<file path="src/rtl/ofmap_drain_pkg.sv">
// Shared types and constants for the ofmap drain stage.
// Holds the beat-count helper, serializer states and the drained-vector counter width.
package ofmap_drain_pkg;

    // Drained-vector counter spans the 2048-entry output memory address space.
    localparam int unsigned VecCountW = 11;

    typedef enum logic [0:0] {
        Idle,
        Send
    } serState_e;

    function automatic int unsigned calcBeats(input int unsigned psumBw,
                                              input int unsigned col,
                                              input int unsigned outBw);
        return (psumBw * col) / outBw;
    endfunction

endpackage

</file>
<file path="src/rtl/ofmap_drain_vec_fifo.sv">
// Register-based vector FIFO: depth entries of width bits, head visible at the read pointer.
// Clear has priority over push and pop.
module vec_fifo #(
    parameter int unsigned depth = 4,
    parameter int unsigned width = 128,
    localparam int unsigned PtrW = (depth > 1) ? $clog2(depth) : 1,
    localparam int unsigned LevelW = PtrW + 1
) (
    input  logic              clk,
    input  logic              reset,
    input  logic              clear,
    input  logic              push,
    input  logic [width-1:0]  pushData,
    input  logic              pop,
    output logic [width-1:0]  headData,
    output logic [LevelW-1:0] level,
    output logic              empty,
    output logic              full
);

    logic [width-1:0]  mem [depth];
    logic [PtrW-1:0]   wrPtr;
    logic [PtrW-1:0]   rdPtr;
    logic [LevelW-1:0] levelNext;

    always_comb begin
        levelNext = level;
        if (clear) begin
            levelNext = '0;
        end else begin
            unique case ({push, pop})
                2'b10:   levelNext = level + LevelW'(1);
                2'b01:   levelNext = level - LevelW'(1);
                default: levelNext = level;
            endcase
        end
    end

    always_ff @(posedge clk or negedge reset) begin
        if (!reset) begin
            wrPtr <= '0;
            rdPtr <= '0;
            level <= '0;
        end else begin
            level <= levelNext;
            if (clear) begin
                wrPtr <= '0;
                rdPtr <= '0;
            end else begin
                if (push) wrPtr <= wrPtr + PtrW'(1);
                if (pop)  rdPtr <= rdPtr + PtrW'(1);
            end
        end
    end

    // Storage carries no reset; consumers gate the head while the FIFO is empty.
    always_ff @(posedge clk) begin
        if (push && !clear) mem[wrPtr] <= pushData;
    end

    assign headData = mem[rdPtr];
    assign empty    = (level == '0);
    assign full     = (level == LevelW'(depth));

endmodule

</file>
<file path="src/rtl/ofmap_drain.sv">
// Drains core output vectors through a small FIFO and serializes them into out_bw-bit beats.
// Counts drained vectors and flags vectors dropped while the FIFO is full.
module ofmap_drain
    import ofmap_drain_pkg::*;
#(
    parameter int unsigned col     = 8,
    parameter int unsigned psum_bw = 16,
    parameter int unsigned out_bw  = 32,
    parameter int unsigned depth   = 4
) (
    input  logic                     clk,
    input  logic                     reset,
    input  logic                     clear,
    input  logic                     valid,
    input  logic [psum_bw*col-1:0]   coreOut,
    input  logic                     out_ready,
    output logic                     out_valid,
    output logic [out_bw-1:0]        out_data,
    output logic                     out_last,
    output logic [VecCountW-1:0]     vec_count,
    output logic                     overflow,
    output logic                     fifo_empty,
    output logic                     fifo_full
);

    localparam int unsigned Beats  = calcBeats(psum_bw, col, out_bw);
    localparam int unsigned VecW   = psum_bw * col;
    localparam int unsigned BeatW  = (Beats > 1) ? $clog2(Beats) : 1;
    localparam int unsigned LevelW = ((depth > 1) ? $clog2(depth) : 1) + 1;

    serState_e         state, stateNext;
    logic [BeatW-1:0]  beatIdx, beatIdxNext;
    logic [VecW-1:0]   headData;
    logic [LevelW-1:0] level;
    logic              handshake, lastBeat, finalHs, room, push, pop;

    assign handshake = (state == Send) && out_ready;
    assign lastBeat  = (beatIdx == BeatW'(Beats - 1));
    assign finalHs   = handshake && lastBeat;
    // A final-beat pop frees a slot in the same cycle, so a push at full still fits.
    assign room      = !fifo_full || finalHs;
    assign push      = valid && room && !clear;
    assign pop       = finalHs && !clear;

    vec_fifo #(
        .depth (depth),
        .width (VecW)
    ) u_vec_fifo (
        .clk      (clk),
        .reset    (reset),
        .clear    (clear),
        .push     (push),
        .pushData (coreOut),
        .pop      (pop),
        .headData (headData),
        .level    (level),
        .empty    (fifo_empty),
        .full     (fifo_full)
    );

    always_comb begin
        stateNext   = state;
        beatIdxNext = beatIdx;
        if (clear) begin
            stateNext   = Idle;
            beatIdxNext = '0;
        end else begin
            unique case (state)
                Idle: begin
                    if (push) stateNext = Send;
                end
                Send: begin
                    if (handshake) begin
                        if (lastBeat) begin
                            beatIdxNext = '0;
                            if (level == LevelW'(1) && !push) stateNext = Idle;
                        end else begin
                            beatIdxNext = beatIdx + BeatW'(1);
                        end
                    end
                end
                default: stateNext = Idle;
            endcase
        end
    end

    always_ff @(posedge clk or negedge reset) begin
        if (!reset) begin
            state     <= Idle;
            beatIdx   <= '0;
            vec_count <= '0;
            overflow  <= 1'b0;
        end else begin
            state   <= stateNext;
            beatIdx <= beatIdxNext;
            if (clear) begin
                vec_count <= '0;
                overflow  <= 1'b0;
            end else begin
                if (pop) vec_count <= vec_count + VecCountW'(1);
                if (valid && !room) overflow <= 1'b1;
            end
        end
    end

    assign out_valid = (state == Send);
    assign out_last  = out_valid && lastBeat;
    assign out_data  = out_valid ? headData[int'(beatIdx) * out_bw +: out_bw] : '0;

endmodule

</file>
<file path="config.mk">
export PLATFORM = sky130hd
export DESIGN_NAME = ofmap_drain
export DESIGN_NICKNAME = d
export VERILOG_FILES = /design/src/rtl/ofmap_drain_pkg.sv /design/src/rtl/ofmap_drain_vec_fifo.sv /design/src/rtl/ofmap_drain.sv
export SDC_FILE = /design/constraint.sdc
export NUM_CORES = 1
export LEC_CHECK = 0
export BUFFER_PORTS_ARGS = -buffer_cell sky130_fd_sc_hd__buf_2
export CORE_UTILIZATION = 50
export CTS_CLUSTER_DIAMETER = 40
export DETAILED_ROUTE_END_ITERATION = 7
export PLACE_DENSITY = 0.73
export SYNTH_ARGS = -nofsm -noshare
export SYNTH_HDL_FRONTEND = slang
export SYNTH_SLANG_ARGS = --single-unit
</file>
<file path="constraint.sdc">
create_clock -name clk -period 11.1 [get_ports clk]
set_clock_uncertainty 0.2 [all_clocks]
set_input_delay 3.33 -clock clk [delete_from_list [all_inputs] [get_ports clk]]
set_output_delay 3.33 -clock clk [all_outputs]
set_load 0.02 [all_outputs]
</file>
==> impl_metrics.tcl, run 1 <==
set metrics [dict create \
    via_per_inst 5.703 \
    synth_cell_types 45 \
    htreeDepth 3 \
    grt_max_degree 130 \
    gp_congestion 0.8216 \
    fin_nets 1501 \
    tns_ns 0 \
    area_growth_syn_to_layout_pct 16.08 \
    ys.flop_type "edfxtp_1" \
    n_fill_cell 3106 \
    clock_tree.buffer_depth 3 \
    cts_sinks 534 \
    period_share_pct 65.64 \
    dieWidth_um 207.8 \
    synth.top_cells.by_count "512 x edfxtp_1, 231 x mux2i_1, 100 x a22oi_1, 62 x nand2_1, 28 x o21ai_1" \
    drt-pass1-iter-count 5 \
    initial_core_util_pct 50.58 \
    ys_seq_elements 534 \
    place_area_mm2 0.02235 \
    overflow 0 \
    grt.total_usage_pct 21.11 \
    syn_area_per_cell_um2 18.20 \
    cp.arrival_ns 3.76 \
    rows 75 \
    relSlewSlack_pct 26.97 \
    ys_warn_count 0 \
    cts_tree "done" \
    critical_path_class "flop to primary output" \
    ctsResizeCount 0 \
    syn-cell-area_mm2 0.02117 \
    crit_required_ns 7.57 \
    period_minus_slack_ns 7.286 \
    die_y_um 207.8 \
    postCtsSetupBuffers 0 \
    clkTransAtPathRegs_ns 0.05 \
    synth_seq_area_share_pct 75.23 \
    yosysMostFrequentCell "edfxtp_1" \
    synthesis.nets 1306 \
    max_freq_ghz 0.1372 \
    max_cap_violations 0 \
    grt_pass1_vias 11560 \
    peakVddDrop_v 0.0001441 \
    synth_enable_flop_cells 512 \
    hold-worst-slack_ns 0.3059 \
    wl_per_cell_um 23.24 \
    critical_path.startpoint_type "flop" \
    power.density_mw_per_mm2 188.9 \
    synthTopCellsByArea "edfxtp_1 73%, mux2i_1 11%, a22oi_1 3.5%" \
    crit_fanout 53 \
    hold_class "flop to flop" \
    portBuffers 180 \
    synth_top_cell_by_area "edfxtp_1" \
    io_pins 181 \
    finalHoldViolCount 0 \
    rsz0062_at_grt "no" \
    drt_iter0_drc 846 \
    netlist.area_leader.share_pct 72.63 \
    crit_path_end_kind "primary output" \
    design_area_mm2 0.02457 \
    core_area_mm2 0.04185 \
    hpwl_um 26100 \
    drt-total-wl_um 45370 \
    setup_slack_ns 3.814 \
    cts_buffers 66 \
    vias 11130 \
    p_leak_nw 8.037 \
    maxSlewViolCount 0 \
    pre_cts_ws_ns 4.270 \
    ant_nets 0 \
    utilization_pct 58.71 \
    antenna_found_initial 16 \
    die_area_mm2 0.04316 \
    status "finished clean" \
    worst_pin_slew_ns 1.095 \
    root_buffer "clkbuf_16" \
    ys_async_sr_fraction_pct 4.120 \
    synth_cells 1163 \
    finalSetupViolCount 0 \
    hold_buffers 0 \
    clk_latency_ns 0.57 \
    drc 0 \
    grt_pass1_wl_um 68210 \
    drive_above_1_share_pct 24.01 \
]
## flip-flops by register name, indices dropped and copies added, names as in the netlist
signal / cells
beatIdx: 2
vec_count: 11
u_vec_fifo.rdPtr: 2
u_vec_fifo.level: 3
overflow: 1
out_valid: 1
u_vec_fifo.mem: 512
u_vec_fifo.wrPtr: 2
## logic make-up (layout without fill, tap and decap cells)
group	after synthesis	count (layout)	synth area share (%)
flops	534	534	75.23
mux	245	245	12.41
compound gates	176	176	6.141
simple gates	111	111	2.376
buf+inv	74	319	2.707
xor+xnor	13	13	0.5379
fa+ha+maj	10	10	0.5911
other cells	0	5	0
## cells in the final DEF, fill, tap and decap left out, drive strengths merged, types with 8 or more instances in the layout
| cell | instances |
|---|---|
| a221oi | 14 |
| a22oi | 100 |
| buf | 193 |
| bufinv | 8 |
| clkbuf | 75 |
| clkinv | 24 |
| dfrtp | 22 |
| edfxtp | 512 |
| ha | 10 |
| inv | 14 |
| mux2i | 231 |
| mux4 | 14 |
| nand2 | 62 |
| nor2 | 22 |
| o21ai | 31 |
| o22ai | 18 |
| xnor2 | 11 |
## metal layers
metal | vias up | global-route usage, % | share of wire (%)
met5 | - | 0 | 0.23
met4 | 18 | 7.688 | 2.5
met3 | 101 | 6.475 | 8.0
met2 | 366 | 34.92 | 49
met1 | 5594 | 26.28 | 40
li1 | 5053 | - | -
## worst max-delay path, cell delays in order, from the launching register on
cell,delay [ns]
dfrtp_1,1.06
nor2b_4,0.61
buf_4,0.72
a22oi_1,0.20
nand2_1,0.15
o22ai_1,0.13
buf_2,0.25
## power breakdown
part / internal (mW) / switching, mW
logic: 0.0653 / 0.142
clock network: 1.33 / 0.814
registers: 2.28 / 0.0171
total: 3.67 / 0.974
## stage by stage
stage               instances  power (mW)
floorplan                1163       2.446
global placement         1829       2.532
detailed placement       1829       2.542
CTS                      1947       4.674
finish                   1952       4.641
global route             1949       4.773
## final timing paths
kind                            start  cells after the start               endpoint  slack (ns)
max                        beatIdx[0]                      6           out_data[27]        3.81
min                          overflow                      2               overflow        0.31
max reg2reg                beatIdx[0]                      7  u_vec_fifo.mem[2][33]        6.23
min reg2reg                  overflow                      2               overflow        0.31
max in group asynchronous       reset                      1    u_vec_fifo.rdPtr[0]        7.76
min in group asynchronous       reset                      1               overflow        2.54
## layout make-up
| cell class | instances | area, µm² | area share (%) |
|---|---|---|---|
| sequential | 534 | 15930 | 64.83 |
| inverter | 8 | 30.03 | 0.1222 |
| antenna | 5 | 12.51 | 0.05092 |
| timing repair buffer | 193 | 1011 | 4.114 |
| multi-input combinational | 555 | 4703 | 19.14 |
| clock buffer | 75 | 1749 | 7.119 |
| tap | 539 | 674.4 | 2.745 |
| clock inverter | 43 | 462.9 | 1.884 |
No activity file was read; power rests on OpenSTA's default activity.
==> run 2: changes to the inputs <==
==> constraint.sdc (replaced) <==
create_clock -name clk -period 7.45 [get_ports clk]
set_clock_uncertainty 0.2 [all_clocks]
set_input_delay 2.235 -clock clk [delete_from_list [all_inputs] [get_ports clk]]
set_output_delay 2.235 -clock clk [all_outputs]
set_load 0.02 [all_outputs]
==> run 2 against run 1 <==
Effect of this change: first-iteration DRC count down 3.5%; final area decreased by 0.45%; cell count unchanged; power grew 42%; register-to-register slack lost 2.8 ns.
==> impl_metrics.tcl, run 2 (same netlist as run 1, synthesis figures left out) <==
set metrics [dict create \
    status "finished clean" \
    worst-path-buf-inv 2 \
    wl_per_cell_um 22.81 \
    fin_nets 1500 \
    cts_tree "done" \
    largestRegisters "u_vec_fifo.mem (512), vec_count (11), u_vec_fifo.level (3)" \
    cp_slowest_cell "dfrtp_1" \
    core_area_mm2 0.04185 \
    crit_chain "nor2b_4, buf_12, a22oi_1, nand2_1, o22ai_1, buf_2" \
    cts_sinks 534 \
    via_per_inst 5.652 \
    postCtsSetupBuffers 0 \
    grt_max_degree 129 \
    max_cap_violations 0 \
    clock_tree.buffer_depth 3 \
    htreeDepth 2 \
    grt_pass1_wl_um 67070 \
    portBuffers 180 \
    maxSlewViolCount 0 \
    drive_above_1_share_pct 23.70 \
    period_minus_slack_ns 5.843 \
    overflow 0 \
    root_buffer "clkbuf_16" \
    grt.total_usage_pct 20.78 \
    drc 0 \
    drt_iter0_drc 816 \
    critical_path_class "flop to primary output" \
    rows 75 \
    vias 11030 \
    initial_core_util_pct 50.58 \
    gp_congestion 0.8207 \
    hold_buffers 0 \
    n_fill_cell 3118 \
    crit_path_end_kind "primary output" \
    cp.arrival_ns 3.41 \
    setup_slack_ns 1.607 \
    cpPeakStageDelay_ns 1.01 \
    drt-total-wl_um 44530 \
    rsz0062_at_grt "no" \
    final_common_cell "edfxtp_1" \
    largest_register "u_vec_fifo.mem" \
    io_pins 181 \
    largest_reg_flops 512 \
    hold_class "flop to flop" \
    clk_latency_ns 0.60 \
    dieWidth_um 207.8 \
    area_growth_syn_to_layout_pct 15.56 \
    path_delay_family "flip-flops" \
    antenna_found_initial 16 \
    ant_nets 0 \
    finalSetupViolCount 0 \
    pre_cts_ws_ns 2.216 \
    period_share_pct 78.43 \
    drt-pass1-iter-count 5 \
    mostFrequentLayoutCells "512 x edfxtp_1, 231 x mux2i_1, 180 x buf_2" \
    p_leak_nw 7.953 \
    ctsResizeCount 0 \
    hpwl_um 26470 \
    worst_pin_slew_ns 1.032 \
    clkTransAtPathRegs_ns 0.06 \
    crit_start "beatIdx[0]" \
    tns_ns 0 \
    power.density_mw_per_mm2 270.0 \
    relSlewSlack_pct 31.05 \
    grt_pass1_vias 11280 \
    crit_fanout 47 \
    max_freq_ghz 0.1711 \
    hold_start "overflow" \
    peakVddDrop_v 0.0002778 \
    crit_required_ns 5.02 \
    reg2reg_from "beatIdx[0]" \
    cts_buffers 61 \
    die_area_mm2 0.04316 \
    finalHoldViolCount 0 \
    die_y_um 207.8 \
    critical_path.startpoint_type "flop" \
]
run 2: cell count changes in the layout (fill, tap and decap cells not counted), sizes merged:
| cell | delta |
|---|---|
| buf | +4 |
| bufinv | -5 |
| clkbuf | -4 |
| clkinv | -3 |
| clkinvlp | +2 |
| diode | -1 |
| inv | +7 |
run 2: layout make-up:
type	instances	area [µm²]	share of cell area, %
diodes	4	10.01	0.04092
clock buffers	71	1607	6.567
clock inverters	44	380.4	1.555
inverters	8	30.03	0.1228
multi-input cells	555	4703	19.23
flip-flops and latches	534	15930	65.12
well taps	539	674.4	2.757
repair buffers	197	1129	4.614
run 2: tightest hold or removal path: stages (launching register included):
cell	delay [ns]
dfrtp_1	0.33
a31oi_1	0.04
nor2_1	0.08
run 2: report_power, final:
group | total, mW | leakage (nW) | internal, mW | switching (mW)
registers | 3.41 | 4.95 | 3.39 | 0.0247
logic | 0.309 | 2.05 | 0.101 | 0.208
clock network | 2.88 | 0.954 | 1.67 | 1.21
run 2: routing by layer:
metal / vias up / GRT usage, % / part of all wire, %
met1: 5521 / 25.18 / 39
met3: 107 / 5.976 / 7.7
met2: 338 / 35.48 / 50
met5: - / 0 / 0.24
met4: 18 / 7.535 / 2.6
li1: 5048 / - / -
run 2: worst paths after layout:
kind	to	slack, ns	depth (start not counted)
max in group asynchronous	u_vec_fifo.rdPtr[0]	5.25	1
max reg2reg	u_vec_fifo.mem[0][80]	3.42	6
max	out_data[25]	1.61	6
min reg2reg	overflow	0.29	2
min	overflow	0.29	2
min in group asynchronous	u_vec_fifo.level[1]	1.40	1
run 2: stage by stage:
step,hold WS (ns),utilization (%),area (µm²),cells,total power [mW]
finish,0.2946,58.45,24460,1952,6.604
global route,0.3730,58.43,24450,1949,6.809
CTS,0.3034,58.42,24450,1948,6.660
detailed placement,0.2912,53.68,22470,1833,3.789
global placement,0.2729,53.68,22470,1833,3.778
floorplan,0.3326,-,21170,1163,3.645
